`src/rtl/lcd_sequencer_pkg.sv`:
```
// lcd_pkg: shared types and constants for the HD44780-style LCD bus sequencer.
//   lcd_state_e   - sequencer FSM states. The POLL_* states are only reachable when
//                   LCD_BUSY_POLL_EN is defined.
//   LCD_CMD_*     - instruction codes that need the long post-write wait.
//   DEF_*         - default timing constants, in clock cycles.
//   lcd_max       - helper that sizes the shared delay counter.
//   is_long_cmd   - selects the clear/home wait time.
package lcd_pkg;

    typedef enum logic [3:0] {
        INIT,
        IDLE,
        SETUP,
        PULSE,
        HOLD,
        WAIT,
        POLL_SETUP,
        POLL_PULSE,
        POLL_HOLD
    } lcd_state_e;

    localparam logic [7:0] LCD_CMD_CLEAR    = 8'h01;
    localparam logic [7:0] LCD_CMD_HOME     = 8'h02;
    // 8'h03 is also a "return home" encoding (bit 0 is don't-care), so the
    // long-wait range ends here.
    localparam logic [7:0] LCD_CMD_LONG_MAX = 8'h03;

    localparam int DEF_SETUP_CYCLES   = 2;
    localparam int DEF_PULSE_CYCLES   = 12;
    localparam int DEF_HOLD_CYCLES    = 2;
    localparam int DEF_EXEC_CYCLES    = 2000;
    localparam int DEF_CLEAR_CYCLES   = 82000;
    localparam int DEF_POWERON_CYCLES = 750000;

    function automatic int lcd_max(input int a, input int b);
        return (a > b) ? a : b;
    endfunction

    // Clear and home are slow on the controller. They are instructions (RS=0)
    // with a byte value of 8'h01..8'h03.
    function automatic logic is_long_cmd(input logic rs, input logic [7:0] data);
        return (!rs) && (data >= LCD_CMD_CLEAR) && (data <= LCD_CMD_LONG_MAX);
    endfunction

endpackage

```
`src/rtl/lcd_sequencer_if.sv`:
```
// lcd_cmd_if: byte command channel into the LCD sequencer, using valid/ready.
//   cmdValid - producer has a byte (master -> slave)
//   cmdReady - sequencer can accept a byte (slave -> master)
//   cmdRS    - 0 = instruction register, 1 = data register (master -> slave)
//   cmdData  - byte to write (master -> slave)
// A byte transfers on a posedge where cmdValid && cmdReady.
interface lcd_cmd_if;
    logic       cmdValid;
    logic       cmdReady;
    logic       cmdRS;
    logic [7:0] cmdData;

    modport master (output cmdValid, output cmdRS, output cmdData, input cmdReady);
    modport slave  (input cmdValid, input cmdRS, input cmdData, output cmdReady);
endinterface

```
`src/rtl/lcd_sequencer_delay_counter.sv`:
```
// lcd_delay_counter: loadable down-counter that times every phase of the LCD sequencer.
//   clk, rst  - clock and synchronous active-high reset (reset loads RST_VALUE)
//   i_load    - load i_value on this edge
//   i_value   - value to load (phase length minus one)
//   o_done    - count is zero, so the current phase ends at the next edge
// When the count reaches zero it stays there; it does not wrap.
module lcd_delay_counter #(
    parameter int               WIDTH     = 8,
    parameter logic [WIDTH-1:0] RST_VALUE = '0
) (
    input  logic             clk,
    input  logic             rst,
    input  logic             i_load,
    input  logic [WIDTH-1:0] i_value,
    output logic             o_done
);
    logic [WIDTH-1:0] r_count;

    always_ff @(posedge clk) begin
        if (rst) begin
            r_count <= RST_VALUE;
        end else if (i_load) begin
            r_count <= i_value;
        end else if (r_count != '0) begin
            r_count <= r_count - WIDTH'(1);
        end
    end

    assign o_done = (r_count == '0);
endmodule

```
`src/rtl/lcd_sequencer.sv`:
```
// lcd_sequencer: HD44780-style 8-bit LCD bus sequencer.
// It accepts one command or data byte per valid/ready handshake. For each byte it
// drives setup, the E pulse and hold, then waits for the LCD to finish before it
// sets cmdReady again.
//   clk, rst      - clock and synchronous active-high reset (reset also reruns the
//                   power-on wait)
//   cmd           - lcd_cmd_if.slave command channel (cmdValid/cmdReady/cmdRS/cmdData)
//   lcdRS, lcdRW, lcdE            - LCD control lines
//   lcdDataOut, lcdDataOutEn      - bus drive value and tristate enable
//   lcdDataIn                     - sampled bus value (used by busy polling)
//   statusByte                    - last byte read by a busy poll
// Build option LCD_BUSY_POLL_EN: the fixed post-write wait is replaced by a loop that
// reads the busy flag. Without it, lcdRW stays 0 and statusByte stays 8'h00.
module lcd_sequencer
    import lcd_pkg::*;
#(
    parameter int SETUP_CYCLES   = DEF_SETUP_CYCLES,
    parameter int PULSE_CYCLES   = DEF_PULSE_CYCLES,
    parameter int HOLD_CYCLES    = DEF_HOLD_CYCLES,
    parameter int EXEC_CYCLES    = DEF_EXEC_CYCLES,
    parameter int CLEAR_CYCLES   = DEF_CLEAR_CYCLES,
    parameter int POWERON_CYCLES = DEF_POWERON_CYCLES
) (
    input  logic       clk,
    input  logic       rst,
    lcd_cmd_if.slave   cmd,
    output logic       lcdRS,
    output logic       lcdRW,
    output logic       lcdE,
    output logic [7:0] lcdDataOut,
    output logic       lcdDataOutEn,
    input  logic [7:0] lcdDataIn,
    output logic [7:0] statusByte
);
    localparam int MAX_CYCLES = lcd_max(lcd_max(lcd_max(SETUP_CYCLES, PULSE_CYCLES),
                                                lcd_max(HOLD_CYCLES, EXEC_CYCLES)),
                                        lcd_max(CLEAR_CYCLES, POWERON_CYCLES));
    localparam int CNT_W = $clog2(MAX_CYCLES + 1);

    // The counter holds "cycles left minus one", so a phase lasts exactly N cycles.
    localparam logic [CNT_W-1:0] LD_SETUP   = CNT_W'(SETUP_CYCLES - 1);
    localparam logic [CNT_W-1:0] LD_PULSE   = CNT_W'(PULSE_CYCLES - 1);
    localparam logic [CNT_W-1:0] LD_HOLD    = CNT_W'(HOLD_CYCLES - 1);
    localparam logic [CNT_W-1:0] LD_POWERON = CNT_W'(POWERON_CYCLES - 1);
`ifndef LCD_BUSY_POLL_EN
    localparam logic [CNT_W-1:0] LD_EXEC    = CNT_W'(EXEC_CYCLES - 1);
    localparam logic [CNT_W-1:0] LD_CLEAR   = CNT_W'(CLEAR_CYCLES - 1);
`endif

    lcd_state_e       r_state, w_state_next;
    logic             r_lcd_rs, w_rs_next;
    logic             r_lcd_rw, w_rw_next;
    logic             r_lcd_e, w_e_next;
    logic [7:0]       r_data_out, w_data_next;
    logic             r_data_en, w_en_next;
    logic             r_cmd_ready, w_ready_next;
    logic [7:0]       r_status, w_status_next;
    logic             w_load;
    logic [CNT_W-1:0] w_load_value;
    logic             w_done;

    lcd_delay_counter #(
        .WIDTH     (CNT_W),
        .RST_VALUE (LD_POWERON)
    ) u_delay (
        .clk     (clk),
        .rst     (rst),
        .i_load  (w_load),
        .i_value (w_load_value),
        .o_done  (w_done)
    );

    always_ff @(posedge clk) begin
        if (rst) begin
            r_state     <= INIT;
            r_lcd_rs    <= 1'b0;
            r_lcd_rw    <= 1'b0;
            r_lcd_e     <= 1'b0;
            r_data_out  <= 8'h00;
            r_data_en   <= 1'b0;
            r_cmd_ready <= 1'b0;
            r_status    <= 8'h00;
        end else begin
            r_state     <= w_state_next;
            r_lcd_rs    <= w_rs_next;
            r_lcd_rw    <= w_rw_next;
            r_lcd_e     <= w_e_next;
            r_data_out  <= w_data_next;
            r_data_en   <= w_en_next;
            r_cmd_ready <= w_ready_next;
            r_status    <= w_status_next;
        end
    end

    always_comb begin
        w_state_next  = r_state;
        w_rs_next     = r_lcd_rs;
        w_rw_next     = r_lcd_rw;
        w_e_next      = r_lcd_e;
        w_data_next   = r_data_out;
        w_en_next     = r_data_en;
        w_ready_next  = r_cmd_ready;
        w_status_next = r_status;
        w_load        = 1'b0;
        w_load_value  = '0;

        case (r_state)
            INIT: begin
                if (w_done) begin
                    w_state_next = IDLE;
                    w_ready_next = 1'b1;
                end
            end
            IDLE: begin
                if (cmd.cmdValid && r_cmd_ready) begin
                    w_state_next = SETUP;
                    w_rs_next    = cmd.cmdRS;
                    w_rw_next    = 1'b0;
                    w_data_next  = cmd.cmdData;
                    w_en_next    = 1'b1;
                    w_ready_next = 1'b0;
                    w_load       = 1'b1;
                    w_load_value = LD_SETUP;
                end
            end
            SETUP: begin
                if (w_done) begin
                    w_state_next = PULSE;
                    w_e_next     = 1'b1;
                    w_load       = 1'b1;
                    w_load_value = LD_PULSE;
                end
            end
            PULSE: begin
                if (w_done) begin
                    w_state_next = HOLD;
                    w_e_next     = 1'b0;
                    w_load       = 1'b1;
                    w_load_value = LD_HOLD;
                end
            end
            HOLD: begin
                if (w_done) begin
                    w_en_next    = 1'b0;
                    w_load       = 1'b1;
`ifdef LCD_BUSY_POLL_EN
                    w_state_next = POLL_SETUP;
                    w_rs_next    = 1'b0;
                    w_rw_next    = 1'b1;
                    w_load_value = LD_SETUP;
`else
                    w_state_next = WAIT;
                    w_load_value = is_long_cmd(r_lcd_rs, r_data_out) ? LD_CLEAR : LD_EXEC;
`endif
                end
            end
`ifdef LCD_BUSY_POLL_EN
            POLL_SETUP: begin
                if (w_done) begin
                    w_state_next = POLL_PULSE;
                    w_e_next     = 1'b1;
                    w_load       = 1'b1;
                    w_load_value = LD_PULSE;
                end
            end
            POLL_PULSE: begin
                // Capture the status on the last cycle before E falls.
                if (w_done) begin
                    w_state_next  = POLL_HOLD;
                    w_e_next      = 1'b0;
                    w_status_next = lcdDataIn;
                    w_load        = 1'b1;
                    w_load_value  = LD_HOLD;
                end
            end
            POLL_HOLD: begin
                if (w_done) begin
                    if (r_status[7]) begin
                        w_state_next = POLL_SETUP;
                        w_load       = 1'b1;
                        w_load_value = LD_SETUP;
                    end else begin
                        w_state_next = IDLE;
                        w_rw_next    = 1'b0;
                        w_ready_next = 1'b1;
                    end
                end
            end
`else
            WAIT: begin
                if (w_done) begin
                    w_state_next = IDLE;
                    w_ready_next = 1'b1;
                end
            end
`endif
            default: begin
                w_state_next = INIT;
            end
        endcase
    end

`ifndef LCD_BUSY_POLL_EN
    // The bus is never read in this build.
    logic w_unused_lcd_data_in;
    assign w_unused_lcd_data_in = ^lcdDataIn;
`endif

    assign cmd.cmdReady = r_cmd_ready;
    assign lcdRS        = r_lcd_rs;
    assign lcdRW        = r_lcd_rw;
    assign lcdE         = r_lcd_e;
    assign lcdDataOut   = r_data_out;
    assign lcdDataOutEn = r_data_en;
    assign statusByte   = r_status;
endmodule

```
`src/flat_wrapper.sv`:
```
// flat-port wrapper written by rule: the top's interface ports become plain ports
module lcd_sequencer_flat import lcd_pkg::*;
#(
    parameter int SETUP_CYCLES   = DEF_SETUP_CYCLES,
    parameter int PULSE_CYCLES   = DEF_PULSE_CYCLES,
    parameter int HOLD_CYCLES    = DEF_HOLD_CYCLES,
    parameter int EXEC_CYCLES    = DEF_EXEC_CYCLES,
    parameter int CLEAR_CYCLES   = DEF_CLEAR_CYCLES,
    parameter int POWERON_CYCLES = DEF_POWERON_CYCLES
)
  (clk, rst, lcdRS, lcdRW, lcdE, lcdDataOut, lcdDataOutEn, lcdDataIn, statusByte, cmd_cmdValid, cmd_cmdRS, cmd_cmdData, cmd_cmdReady);
  lcd_cmd_if cmd_i ();
  input  logic clk;
  input  logic rst;
  output logic lcdRS;
  output logic lcdRW;
  output logic lcdE;
  output logic [7:0] lcdDataOut;
  output logic lcdDataOutEn;
  input  logic [7:0] lcdDataIn;
  output logic [7:0] statusByte;
  input wire logic [$bits(cmd_i.cmdValid)-1:0] cmd_cmdValid;
  input wire logic [$bits(cmd_i.cmdRS)-1:0] cmd_cmdRS;
  input wire logic [$bits(cmd_i.cmdData)-1:0] cmd_cmdData;
  output wire logic [$bits(cmd_i.cmdReady)-1:0] cmd_cmdReady;
  assign cmd_i.cmdValid = cmd_cmdValid;
  assign cmd_i.cmdRS = cmd_cmdRS;
  assign cmd_i.cmdData = cmd_cmdData;
  assign cmd_cmdReady = cmd_i.cmdReady;
  lcd_sequencer #(.SETUP_CYCLES(SETUP_CYCLES), .PULSE_CYCLES(PULSE_CYCLES), .HOLD_CYCLES(HOLD_CYCLES), .EXEC_CYCLES(EXEC_CYCLES), .CLEAR_CYCLES(CLEAR_CYCLES), .POWERON_CYCLES(POWERON_CYCLES)) u_core (.clk(clk), .rst(rst), .cmd(cmd_i), .lcdRS(lcdRS), .lcdRW(lcdRW), .lcdE(lcdE), .lcdDataOut(lcdDataOut), .lcdDataOutEn(lcdDataOutEn), .lcdDataIn(lcdDataIn), .statusByte(statusByte));
endmodule
```
`config.mk`:
```
export PLATFORM = sky130hd
export DESIGN_NAME = lcd_sequencer_flat
export DESIGN_NICKNAME = d
export VERILOG_FILES = /design/src/rtl/lcd_sequencer_pkg.sv /design/src/rtl/lcd_sequencer_if.sv /design/src/rtl/lcd_sequencer_delay_counter.sv /design/src/rtl/lcd_sequencer.sv /design/src/flat_wrapper.sv
export SDC_FILE = /design/constraint.sdc
export NUM_CORES = 1
export LEC_CHECK = 0
export BUFFER_PORTS_ARGS = -buffer_cell sky130_fd_sc_hd__buf_2
export CELL_PAD_IN_SITES_DETAIL_PLACEMENT = 1
export CELL_PAD_IN_SITES_GLOBAL_PLACEMENT = 1
export CORE_MARGIN = 3
export CORE_UTILIZATION = 36
export CTS_CLUSTER_DIAMETER = 60
export DETAILED_ROUTE_END_ITERATION = 8
export PLACE_DENSITY = 0.86
export SLEW_MARGIN = 20
export SYNTH_ARGS = -nofsm -noshare
export SYNTH_HDL_FRONTEND = slang
export SYNTH_SLANG_ARGS = --single-unit
```
`constraint.sdc`:
```
create_clock -name clk -period 2.1 [get_ports clk]
set_input_delay 0.105 -clock clk [delete_from_list [all_inputs] [get_ports clk]]
set_output_delay 0.105 -clock clk [all_outputs]
set_load 0.03 [all_outputs]
```
==> results of run 1 <==
[cells by family (layout without fill, tap and decap cells)]
logic type / after synthesis / in the layout / synth area share
xor gates and xnor gates: 15 / 15 / 0.06949
buffers and inverters: 26 / 68 / 0.09199
DFF: 35 / 35 / 0.3706
adders and majority gates: 2 / 2 / 0.01323
muxes: 1 / 1 / 0.005295
other: 1 / 9 / 0.001984
and+or+nand+nor: 94 / 94 / 0.2740
AOI/OAI and AO/OA: 49 / 49 / 0.1734
[layout by cell type (no fill, tap or decap), types with 7 or more instances in the layout]
cell type  netlist  routed
nand2_1         25      23
dfxtp_1         35      33
a21oi_1         19      18
nor2_1          17      17
clkbuf_8         2       7
buf_2            0      23
conb_1           1       9
buf_4            9      32
o21ai_0          9       8
xnor2_1         12      12
nor4_1           9       8
nor3_1          13      10
[state kept, by name, summed over array words and instances, names as in the netlist]
signal,cells
u_core.lcdE,1
u_core.r_state,3
u_core.lcdDataOutEn,1
u_core.u_delay.r_count,20
u_core.cmd.cmdReady,1
u_core.lcdRS,1
u_core.lcdDataOut,8
[through the flow]
step	setup TNS [ns]	setup WS (ns)	instance area (um2)	std cells
2_1_floorplan	0	0.1244	1921	231
3_3_place_gp	0	0.07653	2171	327
3_5_place_dp	-0.09563	-0.03915	2171	327
4_1_cts	0	0.02522	2288	337
5_1_grt	-0.07817	-0.03364	2377	340
6_report	0	0.04546	2377	340
[synth_stat cells (2+ instances only)]
cell type   n
dfxtp_1    35
nand2_1    25
a21oi_1    19
nor2_1     17
nor3_1     13
xnor2_1    12
buf_4       9
nor4_1      9
o21ai_0     9
clkbuf_1    8
a211oi_1    4
inv_1       4
nand3_1     4
or4_1       4
buf_6       3
nand4_1     3
o211ai_1    3
or2_2       3
xor2_1      3
a2111oi_0   2
a211o_1     2
clkbuf_8    2
ha_1        2
nand3b_1    2
nor2b_1     2
o21a_1      2
or3_1       2
[worst paths after layout]
kind                                          start                                       to  slack [ns]  cells past startpoint
max          u_core.u_delay.r_count[0]$_SDFFE_PP1P_  u_core.u_delay.r_count[17]$_SDFFE_PP1P_        0.05                      5
min                                  cmd_cmdData[7]        u_core.lcdDataOut[7]$_SDFFE_PP0P_        0.05                      3
max reg2reg  u_core.u_delay.r_count[0]$_SDFFE_PP1P_  u_core.u_delay.r_count[17]$_SDFFE_PP1P_        0.05                      5
min reg2reg       u_core.lcdDataOut[5]$_SDFFE_PP0P_        u_core.lcdDataOut[5]$_SDFFE_PP0P_        0.47                      2
[layout make-up]
class,count,area share
multi-input cells,170,0.4663
well taps,67,0.03526
clock buffers,8,0.04211
repair buffers,56,0.1542
flip-flops and latches,35,0.2958
inverters,4,0.006316
[worst max-delay path, stage by stage (launching register included)]
cell and delay [ns]:
dfxtp_1 0.34, buf_4 0.16, or4_1 0.66, or2_2 0.36, a2111o_1 0.39, nand3_1 0.08
[per-layer routing]
layer / GRT usage / wire, um
met1: 0.2424 / 2535
met2: 0.3202 / 3083
met3: 0.03440 / 160
met4: 0.08741 / 134
met5: 0 / 0
[what timing repair did]
action                                  4_1_cts  5_1_grt
buffers inserted                              2        3
endpoints found under the setup margin        4       14
gates resized for setup                       1       21
pin swaps                                     0        5
[power by group]
part / internal (uW) / total [uW] / switching (uW)
Clock: 299 / 539 / 240
Sequential: 669 / 676 / 7.07
Combinational: 21.7 / 73.4 / 51.7
Total: 990 / 1290 / 299
==> metrics, run 1 <==
Final min period 2.055 ns; Top Ports 41; Finish-stage setup viols 0; fraction of layout instances using a drive strength above 1 0.3297; FF+latch area 703.2 um2; post-synth top area cell dfxtp_1; EDFF count, synth 0; Tcrit/Tclk final 0.9784; Die Ht 78.47 um; Avg WL per Cell 17.39 um; IO Port Bufs 23; cts bufs inserted 5; # rows 25; Die Area 0.006157 mm2; CTS tree built; Die X 78.47 um; Tot Pwr 1289 uW; Final Slew Violations 0; core region area 0.004911 mm2; largest net degree at the start of global routing 28; Critical Path End Type register; VDD IR-drop max 0.1934 mV; Post-DRT Antenna Nets 0; Via density 5.353; CTS Hold Buffers Added 0; maxcap violations 0; P&R area growth vs syn 25.74%; Post-DP HPWL 4061 um; outcome finished, final reports clean; CP Class register to register; All-Layer GR Usage 0.1928; Synth Instances 223; crit path launch type register; Layout Utilization 0.4841; Worst Path Arrival 2.28 ns; antenna violations before repair 0; ranking of synthesized cells by area dfxtp_1, xnor2_1, a21oi_1; clock-pin transition on the worst setup and hold timing paths 0.07 ns; htree depth 2; DR DRC count 0; Peak Freq 486.7 MHz; Root Driver clkbuf_8; crit-path max FO 5; Detailed Route Iter0 Violations 83; Setup Skew 0.006091 ns; Post-Syn Area 0.001891 mm2; number of global-route vias before repair 1800; area taken by multi-input logic gates 0.001109 mm2; RSZ-0062 raised after global routing true; antenna fix cells 0; first-pass GRT wire length 9135 um; Synth Register Bits 35; Ys Warns 0; drt first pass iters 4; leakage power 0.0009557 uW; fillers 621; via count 1820; GRT overflow 0; routed wire length 5914 um; Distinct cells, synth 47; clk sinks 35; Cell Pwr Density 542.0 mW/mm2; Yosys top cell area share 0.3706; maximum root-to-sink buffer count 2; critical path required time 2.32 ns; Fin. Hold Viols 0; worst hold slack 0.04991 ns; Final nets 294; Main synth FF type dfxtp_1; Initial Utilization 0.3850; Mean Syn Cell Area 8.478 um2; ys async rst share 0; Hold Crit Class input pin to register; sequential area share after synthesis 0.3706; later-pin clock latency in the skew report 0.29 ns; GP Congestion 0.8752
Note: power is estimated with default switching activity, not from simulation.
==> run 2, diff against run 1 <==
--- a/config.mk
+++ b/config.mk
@@ -9,10 +9,11 @@
 export CELL_PAD_IN_SITES_DETAIL_PLACEMENT = 1
 export CELL_PAD_IN_SITES_GLOBAL_PLACEMENT = 1
 export CORE_MARGIN = 3
-export CORE_UTILIZATION = 36
+export CORE_UTILIZATION = 37
+export CTS_BUF_LIST = sky130_fd_sc_hd__clkbuf_8
 export CTS_CLUSTER_DIAMETER = 60
 export DETAILED_ROUTE_END_ITERATION = 8
-export PLACE_DENSITY = 0.86
+export PLACE_DENSITY = 0.88
 export SLEW_MARGIN = 20
 export SYNTH_ARGS = -nofsm -noshare
 export SYNTH_HDL_FRONTEND = slang
==> run 2 against run 1 <==
  * Via count up 0.71%
  * Clock-buffer cell count decreased by 2
  * Sequential share of layout area up 0.42 points
  * Flip-flop and latch count unchanged
  * Cell area is 1.6% lower
  * Sequential power about the same
  * Power is 7.7% higher
  * Register-to-register slack got worse by 0.02 ns
  * Cell count shrank 1.5%
  * First-iteration DRC count up 23%
  * Die area decreased by 2.5%
  * Largest power group unchanged
  * Highest routed layer unchanged
==> metrics, run 2 (synthesized netlist as in run 1, its figures left out) <==
outcome finished, final reports clean; Fin. Hold Viols 0 (unchanged); Finish-stage setup viols 0 (unchanged); largest net degree at the start of global routing 28 (unchanged); Final Slew Violations 0 (unchanged); IO Port Bufs 23 (unchanged); clk sinks 35 (unchanged); Post-DRT Antenna Nets 0 (unchanged); Worst Path Arrival 2.23 ns (-0.05 ns); fillers 605 (-2.6%); placed inst area 0.002148 mm2 (-1.0%); finished layout cell area 0.002340 mm2 (-1.6%); first-pass GRT wire length 8935 um (-2.2%); CTS tree built; via count 1833 (+0.71%); VDD IR-drop max 0.3254 mV (+68%); # rows 25 (unchanged); later-pin clock latency in the skew report 0.29 ns (about the same); Hold Crit Class input pin to register; Final nets 289 (-1.7%); Final Non-Filler Cells 335 (-1.5%); DR DRC count 0 (unchanged); Detailed Route Iter0 Violations 102 (+23%); CP Class register to register; fraction of layout instances using a drive strength above 1 0.2836 (-0.04609); Post-DP HPWL 3733 um (-8.1%); Avg WL per Cell 16.78 um (-3.5%); Final Worst Setup Slack 0.02947 ns (-0.01598 ns); P&R area growth vs syn 23.76%; cts bufs inserted 5 (unchanged); leakage power 0.0009408 uW (-1.6%); Die Ht 77.48 um (-1.3%); commonest non-fill, non-tap cells in the layout dfxtp_1, buf_4, nand2_1, buf_2, a21oi_1; core region area 0.004817 mm2 (-1.9%); Most flops, register u_core.u_delay.r_count; GP Congestion 0.8203 (-6.3%); clock-pin transition on the worst setup and hold timing paths 0.07 ns (about the same); Cell Pwr Density 593.0 mW/mm2 (+9.4%); flop2flop setup slack 0.03 ns (-0.02 ns); Setup Skew 0.004130 ns (-0.001961 ns); Placed Instances 324 (-0.92%); critical path required time 2.26 ns (-0.06 ns); GRT overflow 0 (unchanged); Initial Utilization 0.3925 (+0.007499); crit-path max FO 4 (-1); htree depth 2 (unchanged); Root Driver clkbuf_8; Die Area 0.006003 mm2 (-2.5%); Die X 77.48 um (-1.3%); routed wire length 5622 um (-4.9%); most common cell after layout, fill and taps aside dfxtp_1; antenna fix cells 0 (unchanged); drt first pass iters 4 (unchanged); max reg flops 20 (unchanged); pre-CTS setup slack -0.05783 ns (-0.01867 ns); maxcap violations 0 (unchanged); Via density 5.472 (+2.2%); Final min period 2.071 ns (+0.01598 ns); antenna violations before repair 0 (unchanged); All-Layer GR Usage 0.1871 (-0.005675); Critical Path End Type register; maximum root-to-sink buffer count 2 (unchanged); crit path launch type register; Tcrit/Tclk final 0.9860 (+0.007611); Peak Freq 483.0 MHz (-0.77%); number of global-route vias before repair 1806 (+0.33%); Top Ports 41 (unchanged)
-- run 2: changes by cell type in the layout (fill, tap and decap cells not counted), moves of 2 or more --
cell     previous run  this run
buf_4              32        26
nand2_1            23        25
nand2_2             2         0
nor3_1             10        13
nor3_2              3         0
-- run 2: repair_timing --
| item | in CTS | in global routing |
|---|---|---|
| setup endpoints to repair | 5 | 6 |
| pin swaps | 3 | 3 |
| setup buffers | 3 | 0 |
| gates resized for setup | 7 | 7 |
| hold buffers | 0 | 0 |
-- run 2: critical path: stages (launching register included) --
cell	delay, ns
dfxtp_1	0.31
or4_4	0.58
buf_6	0.15
or4_4	0.52
a21oi_4	0.14
xnor2_1	0.13
o21ai_0	0.10
-- run 2: where the power goes --
part           total, uW  internal [uW]  switching, uW
Clock                638            384            254
Combinational       75.1           23.9           51.2
Sequential           674            668           5.78
-- run 2: per-layer routing --
layer	part of all wire	wire length, um	vias to the layer above	global-route usage
li1	-	-	867	-
met1	0.42	2337	914	0.2283
met2	0.52	2922	42	0.3230
met3	0.048	270	10	0.03712
met4	0.016	91	0	0.07117
met5	0	0	-	0
-- run 2: metrics by stage --
step / setup TNS [ns] / util / hold slack, ns / total power [uW]
floorplan: 0 / - / 0.2410 / 748.8
global placement: 0 / 0.4460 / 0.3475 / 759.1
detailed placement: -0.05799 / 0.4460 / 0.3530 / 761.0
CTS: 0 / 0.4810 / 0.03395 / 1398
global route: -0.005448 / 0.4857 / 0.03446 / 1437
finish: 0 / 0.4857 / 0.04209 / 1387
-- run 2: layout make-up --
class	instances	area, um2	area share
clock buffer	6	82.58	0.03529
clock inverter	2	35.03	0.01497
inverter	4	15.01	0.006417
multi-input combinational	170	1089	0.4652
sequential	35	701.9	0.3000
tap	67	83.83	0.03583
timing repair buffer	51	332.8	0.1422
-- run 2: final timing paths --
path	start	end	depth (start not counted)
worst max register to register	u_core.u_delay.r_count[4]$_SDFFE_PP0P_	u_core.u_delay.r_count[12]$_SDFFE_PP1P_	6
worst min register to register	u_core.lcdDataOut[7]$_SDFFE_PP0P_	u_core.lcdDataOut[7]$_SDFFE_PP0P_	2
worst min-delay path	cmd_cmdData[7]	u_core.lcdDataOut[7]$_SDFFE_PP0P_	3
worst max-delay path	u_core.u_delay.r_count[4]$_SDFFE_PP0P_	u_core.u_delay.r_count[12]$_SDFFE_PP1P_	6
==> run 3, diff against run 2 <==
--- a/config.mk
+++ b/config.mk
@@ -9,12 +9,13 @@
 export CELL_PAD_IN_SITES_DETAIL_PLACEMENT = 1
 export CELL_PAD_IN_SITES_GLOBAL_PLACEMENT = 1
 export CORE_MARGIN = 3
-export CORE_UTILIZATION = 37
+export CORE_UTILIZATION = 38
 export CTS_BUF_LIST = sky130_fd_sc_hd__clkbuf_8
 export CTS_CLUSTER_DIAMETER = 60
 export DETAILED_ROUTE_END_ITERATION = 8
-export PLACE_DENSITY = 0.88
+export PLACE_DENSITY = 0.89
 export SLEW_MARGIN = 20
 export SYNTH_ARGS = -nofsm -noshare
 export SYNTH_HDL_FRONTEND = slang
+export SYNTH_HIERARCHICAL = 1
 export SYNTH_SLANG_ARGS = --single-unit
==> run 3 against run 2 <==
  * The flow now finishes with violations (negative setup slack)
  * Wire length rose by 21%
  * Global-route usage up 4.0 points
  * Combinational power up 52%
  * Maximum frequency decreased by 14%
  * Core utilization increased by 8.1 points
  * Register-to-register slack got worse by 0.34 ns
  * Non-clock buffer count increased by 32
  * Die area rose by 1.7%
  * Setup slack got worse by 0.34 ns
  * First-iteration DRC count is 48% higher
  * Worst hold slack improved by 0.045 ns
  * Clock-buffer cell count fell by 1
  * Largest power group unchanged
==> metrics, run 3 <==
outcome finished, violations left; violated checks negative setup slack; Post-Syn Area 0.001978 mm2 (+4.6%); clk sinks 35 (unchanged); placed inst area 0.002461 mm2 (+15%); Final nets 338 (+17%); post-synthesis xor/xnor area fraction 0.06199 (-0.007504); post-synth top area cell dfxtp_1; commonest non-fill, non-tap cells in the layout buf_4, dfxtp_1, buf_2, conb_1, a21oi_1; Mean Syn Cell Area 8.454 um2 (-0.29%); post-synthesis compound-gate area fraction 0.1524 (-0.02096); DR DRC count 0 (unchanged); fraction of layout instances using a drive strength above 1 0.3817 (+0.09812); Final TNS setup -4.691 ns (-4.691 ns); cts bufs inserted 5 (unchanged); Peak Freq 414.8 MHz (-14%); Ys Warns 6 (+6); Hold EP u_core/lcdDataOut[1]$_SDFFE_PP0P_; most common library cells after synthesis dfxtp_1, nand2_1, a21oi_1, o21ai_0, nor2_1; Max stage delay on crit path 0.48 ns (-0.10 ns); leakage power 0.001173 uW (+25%); P&R area growth vs syn 39.91%; Setup Skew 0.006251 ns (+0.002121 ns); Synth Instances 234 (+4.9%); Post-DRT Antenna Nets 0 (unchanged); Post-DP HPWL 4401 um (+18%); Die X 78.15 um (+0.86%); worst flop-to-flop path endpoint u_core/u_delay/r_count[2]$_SDFFE_PP1P_; multiplexer share of the synthesized area 0.005060 (-0.0002344); CP cell instances nor4_4 > nand4_2 > or4_4 > clkinv_4 > nand3b_1 > nand3_4 > clkinv_8 > nand2_4 > or3_4 > o31ai_2 > a311oi_1; Avg WL per Cell 17.66 um (+5.2%); Synth Register Bits 35 (unchanged); later-pin clock latency in the skew report 0.29 ns (about the same); max reg flops 20 (unchanged); All-Layer GR Usage 0.2273 (+0.04023); GRT overflow 0 (unchanged); most common cell after layout, fill and taps aside buf_4; core region area 0.004880 mm2 (+1.3%); main combinational cell family by area after synthesis simple AND/OR/NAND/NOR gates; flop2flop setup slack -0.31 ns (-0.34 ns); first-pass GRT wire length 10930 um (+22%); Finish-stage setup viols 23 (+23); crit-path max FO 6 (+2); htree depth 2 (unchanged); CP Class register to register; via count 2039 (+11%); drt first pass iters 4 (unchanged); sequential area share after synthesis 0.3542 (-0.01641); Cell Pwr Density 455.3 mW/mm2 (-23%); Post-Synth Adder-Cell Area 0.01265 (-0.0005860); Die Area 0.006107 mm2 (+1.7%); crit path launch type register; GP Congestion 0.8429 (+2.8%); RSZ-0062 raised after global routing true; Distinct cells, synth 53 (+13%); Rel. slew slack 0.6424; Worst path slowest cell or4_4; finished layout cell area 0.002768 mm2 (+18%); IO Port Bufs 23 (unchanged); EDFF count, synth 0 (unchanged); Die Ht 78.15 um (+0.86%); Worst Path Arrival 2.61 ns (+0.38 ns); VDD IR-drop max 0.3067 mV (-5.7%); Root Driver clkbuf_8; Critical Path End Type register; Top Ports 41 (unchanged); reg2reg start u_core/u_delay/r_count[12]$_SDFFE_PP1P_; clock-pin transition on the worst setup and hold timing paths 0.07 ns (about the same); Most flops, register u_core/u_delay/r_count; reg2reg path depth 11 (+5); Yosys top cell area share 0.3542 (-0.01641); Detailed Route Iter0 Violations 151 (+48%); Main synth FF type dfxtp_1; maximum root-to-sink buffer count 2 (unchanged); ranking of synthesized cells by area dfxtp_1, a21oi_1, nand4b_1; CTS tree built; Hold Crit Class input pin to register; Final Non-Filler Cells 384 (+15%); Final Worst Setup Slack -0.3109 ns (-0.3404 ns); Via density 5.310 (-3.0%); Slew @ Worst Pin 0.5290 ns; ys async rst share 0 (unchanged); # rows 25 (unchanged); Final min period 2.411 ns (+0.3404 ns); hold path startpoint cmd_cmdData[1]; Layout Utilization 0.5672 (+0.08147); routed wire length 6780 um (+21%); antenna violations before repair 0 (unchanged); Placed Instances 360 (+11%); antenna fix cells 0 (unchanged); WHS Path Cells 3 (unchanged); largest net degree at the start of global routing 47 (+68%); fillers 598 (-1.2%); Final Slew Violations 0 (unchanged); number of global-route vias before repair 2178 (+21%); Initial Utilization 0.4054 (+0.01292); Fin. Hold Viols 0 (unchanged); critical path required time 2.30 ns (+0.04 ns); count leader, synth dfxtp_1; maxcap violations 0 (unchanged); Synth Area in Simple Gates 0.3137 (+0.03973); pre-CTS setup slack -0.3688 ns (-0.3109 ns); Tcrit/Tclk final 1.148 (+0.1621)
run 3: report_power, final:
| part | switching [uW] | leakage, uW | internal, uW | total (uW) |
|---|---|---|---|---|
| Combinational | 67.1 | 0.000841 | 47.1 | 114 |
| Clock | 250 | 0.0000505 | 223 | 473 |
| Sequential | 3.88 | 0.000281 | 669 | 673 |
| Total | 321 | 0.00117 | 939 | 1260 |
run 3: what timing repair did:
item | 4_1_cts | 5_1_grt
pin swaps | 7 | 3
endpoints found under the setup margin | 20 | 23
buffers inserted | 11 | 6
cloned | 0 | 0
hold buffers | 0 | 0
resized for setup | 21 | 9
run 3: routing by layer:
layer  vias up  share of wire  track usage
met5         -              0            0
met4         0          0.026      0.08566
met3        14          0.045      0.04702
met1       985           0.39       0.2475
li1        976              -            -
met2        64           0.54       0.4281
run 3: stage by stage:
stage                     power, uW  hold slack [ns]
after global placement        778.2           0.3610
after detailed placement      781.0           0.3744
after CTS                      1249          0.08148
after global routing           1309          0.08670
after floorplan               755.6           0.2712
final                          1260          0.08737
run 3: kinds of logic after synthesis:
family          after synthesis
simple gates                 98
compound gates               50
flops                        35
buf+inv                      33
xor+xnor                     14
fa+ha+maj                     2
other cells                   1
mux                           1
run 3: how the worst max path moves through the flow:
stage,from,endpoint,slack [ns]
finish,u_core/u_delay/r_count[12]$_SDFFE_PP1P_,u_core/u_delay/r_count[2]$_SDFFE_PP1P_,-0.31
global route,u_core/u_delay/r_count[0]$_SDFFE_PP1P_,u_core/u_delay/r_count[2]$_SDFFE_PP1P_,-0.39
CTS,u_core/u_delay/r_count[0]$_SDFFE_PP1P_,u_core/u_delay/r_count[2]$_SDFFE_PP1P_,-0.25
detailed placement,u_core/u_delay/r_count[1]$_SDFFE_PP1P_,u_core/u_delay/r_count[8]$_SDFFE_PP1P_,-0.37
global placement,u_core/u_delay/r_count[15]$_SDFFE_PP0P_,u_core/u_delay/r_count[2]$_SDFFE_PP1P_,-0.21
floorplan,u_core/u_delay/r_count[14]$_SDFFE_PP1P_,u_core/u_delay/r_count[2]$_SDFFE_PP1P_,-0.43
run 3: layout make-up:
cell class / instances / area, um2 / share of cell area
Multi-Input combinational cell: 183 / 1264 / 0.4566
Sequential cell: 35 / 706.9 / 0.2554
Timing Repair Buffer: 83 / 584.3 / 0.2111
Tap cell: 67 / 83.83 / 0.03029
Clock buffer: 5 / 68.82 / 0.02486
Inverter: 8 / 47.55 / 0.01718
Clock inverter: 3 / 12.51 / 0.004521
run 3: critical path, delay by kind of cell, from the launching register on:
family / cells / cell delay [ns]
AOI/OAI and AO/OA: 2 / 0.30
buffers and inverters: 2 / 0.17
DFF: 1 / 0.34
and+or+nand+nor: 7 / 1.51
